`src/rtl/flame_ctrl.sv`:
```
// Flame scheduler: holds up to NSLOTS explosions, steps their animation on frame ticks,
// and muxes the highest-priority flame under the current VGA spot onto the sprite renderer.
module flame_ctrl #(
   parameter int unsigned NSLOTS      = 4,
   parameter int unsigned NFRAMES     = 4,
   parameter int unsigned FRAME_TICKS = 6,
   parameter int unsigned SIZE        = 32
) (
   input  logic                     clk,
   input  logic                     reset,
   input  logic                     frame_tick,
   input  logic                     clear_all,
   input  logic                     req_valid,
   input  logic signed [10:0]       req_x,
   input  logic signed [10:0]       req_y,
   output logic                     req_ready,
   input  logic signed [10:0]       spotX,
   input  logic signed [10:0]       spotY,
   output logic signed [10:0]       centerXF,
   output logic signed [10:0]       centerYF,
   output logic [1:0]               sprite_num,
   output logic                     flame_hit,
   output logic [NSLOTS-1:0]        active_mask,
   output logic                     busy
);

   typedef enum logic {StIdle, StBurn} slot_state_e;

   localparam logic [7:0]         LastTick  = 8'(FRAME_TICKS - 1);
   localparam logic [1:0]         LastFrame = 2'(NFRAMES - 1);
   localparam logic signed [11:0] Size12    = 12'(SIZE);
   localparam logic signed [10:0] NoCenter  = 11'sh400;

   slot_state_e        state_q [NSLOTS];
   slot_state_e        state_d [NSLOTS];
   logic signed [10:0] x_q     [NSLOTS];
   logic signed [10:0] x_d     [NSLOTS];
   logic signed [10:0] y_q     [NSLOTS];
   logic signed [10:0] y_d     [NSLOTS];
   logic [1:0]         frame_q [NSLOTS];
   logic [1:0]         frame_d [NSLOTS];
   logic [7:0]         tick_q  [NSLOTS];
   logic [7:0]         tick_d  [NSLOTS];

   logic               accept;
   logic               loaded;
   logic [NSLOTS-1:0]  hit;
   logic signed [11:0] sx;
   logic signed [11:0] sy;

   function automatic logic signed [11:0] sext(input logic signed [10:0] v);
      return {v[10], v};
   endfunction

   always_ff @(posedge clk or posedge reset) begin
      if (reset) begin
         for (int i = 0; i < int'(NSLOTS); i++) begin
            state_q[i] <= StIdle;
            x_q[i]     <= '0;
            y_q[i]     <= '0;
            frame_q[i] <= '0;
            tick_q[i]  <= '0;
         end
      end else begin
         for (int i = 0; i < int'(NSLOTS); i++) begin
            state_q[i] <= state_d[i];
            x_q[i]     <= x_d[i];
            y_q[i]     <= y_d[i];
            frame_q[i] <= frame_d[i];
            tick_q[i]  <= tick_d[i];
         end
      end
   end

   always_comb begin
      for (int i = 0; i < int'(NSLOTS); i++) begin
         active_mask[i] = (state_q[i] == StBurn);
      end
      req_ready = ~&active_mask;
      busy      = |active_mask;
   end

   // Accept target is chosen from slots idle before the edge, so an expiring slot is
   // never reused on the same edge.
   always_comb begin
      state_d = state_q;
      x_d     = x_q;
      y_d     = y_q;
      frame_d = frame_q;
      tick_d  = tick_q;
      loaded  = 1'b0;
      accept  = req_valid && req_ready;
      for (int i = 0; i < int'(NSLOTS); i++) begin
         if (clear_all) begin
            state_d[i] = StIdle;
         end else if (state_q[i] == StBurn) begin
            if (frame_tick) begin
               if (tick_q[i] < LastTick) begin
                  tick_d[i] = tick_q[i] + 8'd1;
               end else begin
                  tick_d[i] = '0;
                  if (frame_q[i] == LastFrame) begin
                     state_d[i] = StIdle;
                  end else begin
                     frame_d[i] = frame_q[i] + 2'd1;
                  end
               end
            end
         end else if (accept && !loaded) begin
            state_d[i] = StBurn;
            x_d[i]     = req_x;
            y_d[i]     = req_y;
            frame_d[i] = '0;
            tick_d[i]  = '0;
            loaded     = 1'b1;
         end
      end
   end

   always_comb begin
      sx = sext(spotX);
      sy = sext(spotY);
      for (int i = 0; i < int'(NSLOTS); i++) begin
         hit[i] = active_mask[i]
               && (sx >= sext(x_q[i])) && (sx < sext(x_q[i]) + Size12)
               && (sy >= sext(y_q[i])) && (sy < sext(y_q[i]) + Size12);
      end
   end

   // Scan from the top so the lowest hitting slot is written last and wins.
   always_comb begin
      centerXF   = NoCenter;
      centerYF   = NoCenter;
      sprite_num = '0;
      flame_hit  = 1'b0;
      for (int i = int'(NSLOTS) - 1; i >= 0; i--) begin
         if (hit[i]) begin
            centerXF   = x_q[i];
            centerYF   = y_q[i];
            sprite_num = frame_q[i];
            flame_hit  = 1'b1;
         end
      end
   end

endmodule
```
`config.mk`:
```
export PLATFORM = sky130hd
export DESIGN_NAME = flame_ctrl
export DESIGN_NICKNAME = d
export VERILOG_FILES = /design/src/rtl/flame_ctrl.sv
export SDC_FILE = /design/constraint.sdc
export NUM_CORES = 1
export LEC_CHECK = 0
export CAP_MARGIN = 5
export CORE_MARGIN = 2
export CORE_UTILIZATION = 26
export CTS_CLUSTER_DIAMETER = 50
export DETAILED_ROUTE_END_ITERATION = 8
export PLACE_DENSITY = 0.5
export SYNTH_ARGS = -nofsm -noshare
export SYNTH_HDL_FRONTEND = slang
export SYNTH_SLANG_ARGS = --single-unit
```
`constraint.sdc`:
```
create_clock -name clk -period 5.9 [get_ports clk]
set_clock_uncertainty 0.1 [all_clocks]
set_input_delay 1.18 -clock clk [delete_from_list [all_inputs] [get_ports clk]]
set_output_delay 1.18 -clock clk [all_outputs]
set_load 0.02 [all_outputs]
```
# After elaboration in Yosys (flattened, before gate mapping)
# Cells that the tools add are included.
dict set report totals {
  wordCells 203
  out_inout_bits 31
  regBits 132
}
dict set report classes {
  n_reduce_logical 42
  eq_ne 16
  n_bitwise 5
  addsub 16
  n_lt_le_gt_ge 20
  n_mux 84
}
# op count
set ops {}
lappend ops {{$mux W8} 16}
lappend ops {{$add A11 B7 Y12 const B} 8}
lappend ops {{$lt A11 B12 Y1} 8}
lappend ops {{$ge A11 B11 Y1} 8}
lappend ops {{$mux W11} 8}
lappend ops {{$mux W2} 24}
lappend ops {{$mux W1} 36}
lappend ops {{$add A8 B1 Y8 const B} 4}
lappend ops {{$lt A8 B3 Y1 const B} 4}
lappend ops {{$ne A2 B2 Y1 const B} 12}
lappend ops {{$reduce_and A3 Y1} 8}
lappend ops {{$logic_and A1 B1 Y1} 20}
lappend ops {{$reduce_and A5 Y1} 4}
lappend ops {{$add A2 B1 Y2 const B} 4}
lappend ops {{$eq A2 B2 Y1 const B} 4}
lappend ops {{$reduce_bool A2 Y1} 4}
lappend ops {{$not A1 Y1} 5}
lappend ops {{$logic_not A1 Y1} 4}
lappend ops {{$reduce_and A4 Y1} 1}
lappend ops {{$reduce_or A4 Y1} 1}

# Depth between registers and ports, before layout
dict set report logic_depth {
  depth_word 21
  mapped_depth 15
  mapped_depth_nobuf 13
}

# Least setup slack after synthesis
# OpenSTA, ideal clock, no wires.
dict set report synth_path {
  kind {input port to output port}
  startpoint {in spotX[8]}
  endpoint {out centerXF[9]}
  cell_stages 10
  required_ns 4.620
  n_path_buf 2
  path_slack_ns 0.957
  arrival_time_ns 3.663
  path_cell_list {ha_1 a21o_1 a211oi_1 a21oi_1 or4_1 nor3_2 buf_6 buf_6 mux2_1 a31oi_1}
}
dict set report synth_between {
  elab_chain_len 9
}
# element line_no
set synth_rtl {}
lappend synth_rtl {{start, declared} 17} ;# input logic signed [10:0] spotX,
lappend synth_rtl {{$ge A11 B11 Y1} 125} ;# && (sx >= sext(x_q[i])) && (sx < sext(x_q[i]) + Size12)
lappend synth_rtl {{$logic_and A1 B1 Y1 (2 in a row)} 125}
lappend synth_rtl {{$logic_and A1 B1 Y1 (2 in a row)} 126} ;# && (sy >= sext(y_q[i])) && (sy < sext(y_q[i]) + Size12);
lappend synth_rtl {{$mux W11 (3 in a row)} 137} ;# if (hit[i]) begin
lappend synth_rtl {{$mux W11 *} 137}
lappend synth_rtl {{end, declared} 19} ;# output logic signed [10:0] centerXF,
# Mark *: on every way between the ends. The rest lies on a longest branch, timed or not.

# Worst setup path after layout
dict set report layout_path {
  startpoint {in spotY[10]}
  endpoint {out centerXF[9]}
}
dict set report layout_between {
  elab_chain_len 7
}
# element line_no
set layout_rtl {}
lappend layout_rtl {{start, declared} 18} ;# input logic signed [10:0] spotY,
lappend layout_rtl {{$ge A11 B11 Y1} 126}
lappend layout_rtl {{$logic_and A1 B1 Y1 (2 in a row)} 126}
lappend layout_rtl {{$mux W11 (3 in a row)} 137}
lappend layout_rtl {{$mux W11 *} 137}
# Marked as above.

==> flow_metrics.tcl <==
set metrics [dict create \
    status "completed" \
    port_buffers 79 \
    final_nets 1606 \
    htreeDepth 4 \
    finalHoldViolCount 0 \
    synth_flop_cell "dfrtp_1" \
    grt_use_met1 0.221 \
    ys_types 67 \
    grt_max_degree 58 \
    core_um2 39800 \
    placed_area_um2 12600 \
    cp.arrival_ns 4.48 \
    worst_slack_ns 0.140 \
    leakagePower_nw 6.18 \
    yosysSeqAreaShare 0.315 \
    postRouteAntennaNets 0 \
    fmax_ghz 0.174 \
    min_path_cells 2 \
    drtPass1Iterations 5 \
    cts_sinks 132 \
    root_buffer "clkbuf_16" \
    route.detailed.drc 0 \
    crit_path_top_delay_cell "or4b_4" \
    synth_warnings 0 \
    wl_mm 32.7 \
    worst_pin_slew_ns 1.21 \
    cts.clk_slew.worst_paths_ns 0.06 \
    netlist_area_um2 10500 \
    path_class "in2out" \
    antenna_found_initial 0 \
    fin_tns_setup_ns 0 \
    synth_common_cells "ha_1, nand2_1, dfrtp_1, inv_1, o21ai_0" \
    clock_latency_ns 0.44 \
    yosysTopAreaCellShare 0.315 \
    syn-num-nets 1422 \
    hold_class "reg2reg" \
    hold_slack_ns 0.408 \
    syn_avg_cell_area_um2 8.68 \
    async_reset_ff_frac 1.00 \
    wire_per_inst_um 16.9 \
    dpl_worst_slack_ns -0.516 \
    critPathCaptureType "output port" \
    place_congestion 0.843 \
    synth.area.top_cells "dfrtp_1, ha_1, nand2_1, o21ai_0, mux2_2" \
    min_period_ns 5.76 \
    grt.total_usage 0.162 \
    via_per_inst 4.90 \
    finalCritPeriodShare 0.976 \
    path_cells "clkdlybuf4s50_1 -> buf_4 -> buf_4 -> ha_4 -> a211oi_2 -> mux2i_1 -> or4b_4 -> a31oi_4 -> and4bb_1 -> buf_12 -> nor3_4 -> buf_4 -> buf_4 -> buf_4 -> nand2_1 -> a31oi_2 -> buf_4" \
    slew_violations 0 \
    placementRows 73 \
    clk_path_buf_depth 2 \
    die_h_um 205 \
    maxCapViolCount 0 \
    postSynthCellCount 1209 \
    synth_top_area_cell "dfrtp_1" \
    antenna_cells 0 \
    cts_tree "built" \
    r2r_end "x_q[4]" \
    path_max_fanout 4 \
    postCtsHoldBufs 0 \
    vias 9455 \
    grt_pass1_wl_mm 52.4 \
    hold_start "tick_q[23]" \
    power.total_w 0.00386 \
    crit_required_ns 4.62 \
    cp_common_cell "buf_4" \
    holdPathEnd "tick_q[23]" \
    p_per_area_nw_per_um2 288 \
    busiest_layer "met2" \
    fp.dieArea_um2 42000 \
    r2r_cells 4 \
    synth_most_common_cell "ha_1" \
    start_util 0.263 \
    r2r_slack_ns 3.11 \
    top_level_ports 80 \
    cp_top_family "buffers and inverters" \
    met2_usage 0.263 \
    met3_usage 0.0259 \
    crit_buf_inv 8 \
    area_delta_synth_final_pct 27.7 \
    overflow 0 \
    rsz0062_at_grt "yes" \
    drt_iter0_drc 542 \
    drive_gt1_frac 0.186 \
    cts_buffers 17 \
    slowest_delay_ns 0.60 \
    fp.dieW_um 205 \
    synth-seq-cells 132 \
    dp_hpwl_mm 25.5 \
    synth_edf_count 0 \
    finalSetupViolCount 0 \
    maxSlewHeadroom 0.193 \
    r2r-start "active_mask[2]" \
    cp-start-kind "input port" \
    ir_drop_mv 0.219 \
    grt_pass1_vias 9485 \
    stdcell_area_um2 13400 \
]
-- flip-flops by register name, summed over array words and instances (netlist names) --
register	flops
tick_q	32
y_q	44
active_mask	4
x_q	44
frame_q	8
-- metrics by stage --
step / std cells / utilization
final: 1931 / 0.336
after global routing: 1931 / 0.336
after CTS: 1924 / 0.334
after detailed placement: 1884 / 0.317
after global placement: 1884 / 0.317
after floorplan: 1209 / -
-- how the worst max path moves through the flow --
stage	slack [ns]	startpoint	cells after the start	end
floorplan	0.96	spotX[8]	10	centerXF[9]
finish	0.14	spotY[10]	17	centerXF[9]
global placement	-0.51	spotY[10]	14	centerYF[10]
detailed placement	-0.52	spotY[10]	14	centerXF[7]
CTS	-0.09	spotY[2]	15	centerXF[4]
global route	-0.02	spotY[10]	15	centerYF[1]
-- cell type report --
type / count / area, um^2
fillers: 4230 / 26400
multi-input cells: 922 / 6710
flip-flops and latches: 132 / 3300
repair buffers: 200 / 1680
well taps: 525 / 657
inverters: 120 / 455
clock buffers: 19 / 443
clock inverters: 13 / 150
-- power by group --
part           switching, W  leakage (nW)  internal, W
sequential         0.000181          1.69      0.00107
combinational      0.000805          4.21     0.000707
clock              0.000459         0.279     0.000640
-- cells by family after synthesis --
| logic type | synth area share |
|---|---|
| AOI/OAI and AO/OA | 0.161 |
| buffers and inverters | 0.0608 |
| adders and majority gates | 0.196 |
| DFF | 0.315 |
| muxes | 0.0592 |
| xor gates and xnor gates | 0.0267 |
| and+or+nand+nor | 0.182 |
-- cell usage in the layout (no fill, tap or decap), drive strengths merged, types with 4 or more instances in the layout --
master,n
ha,164
nand2,160
buf,134
dfrtp,132
inv,124
o21ai,106
nor2,69
clkdlybuf4s50,52
nand3,51
mux2,48
a21oi,46
a31oi,33
xnor2,32
nor3,29
clkbuf,27
nor2b,22
a21o,21
nand4,16
and3,9
nand2b,8
mux2i,8
o211ai,7
or4,7
a211oi,7
o31ai,6
a41oi,5
o22ai,5
a311oi,5
or2,4
a211o,4
o2111ai,4
clkinvlp,4
nor3b,4
and2,4
-- layer usage --
metal	share of wire	up-vias
met5	0	-
met4	0.012	0
met3	0.040	28
met2	0.47	159
met1	0.48	4616
li1	-	4652
-- worst reg2reg max path, delay by kind of cell, from the launching register on --
kind	cells	cell delay [ns]
multiplexers	1	0.42
AND/OR/NAND/NOR	3	1.52
flip-flops	1	0.63
-- timing repair --
item	CTS	global route
pin swaps	5	2
hold endpoints to repair	0	0
buffers inserted	8	7
cloned	0	0
endpoints found under the setup margin	25	23
gates resized for setup	88	48
Power figures use the tool's default switching activity.
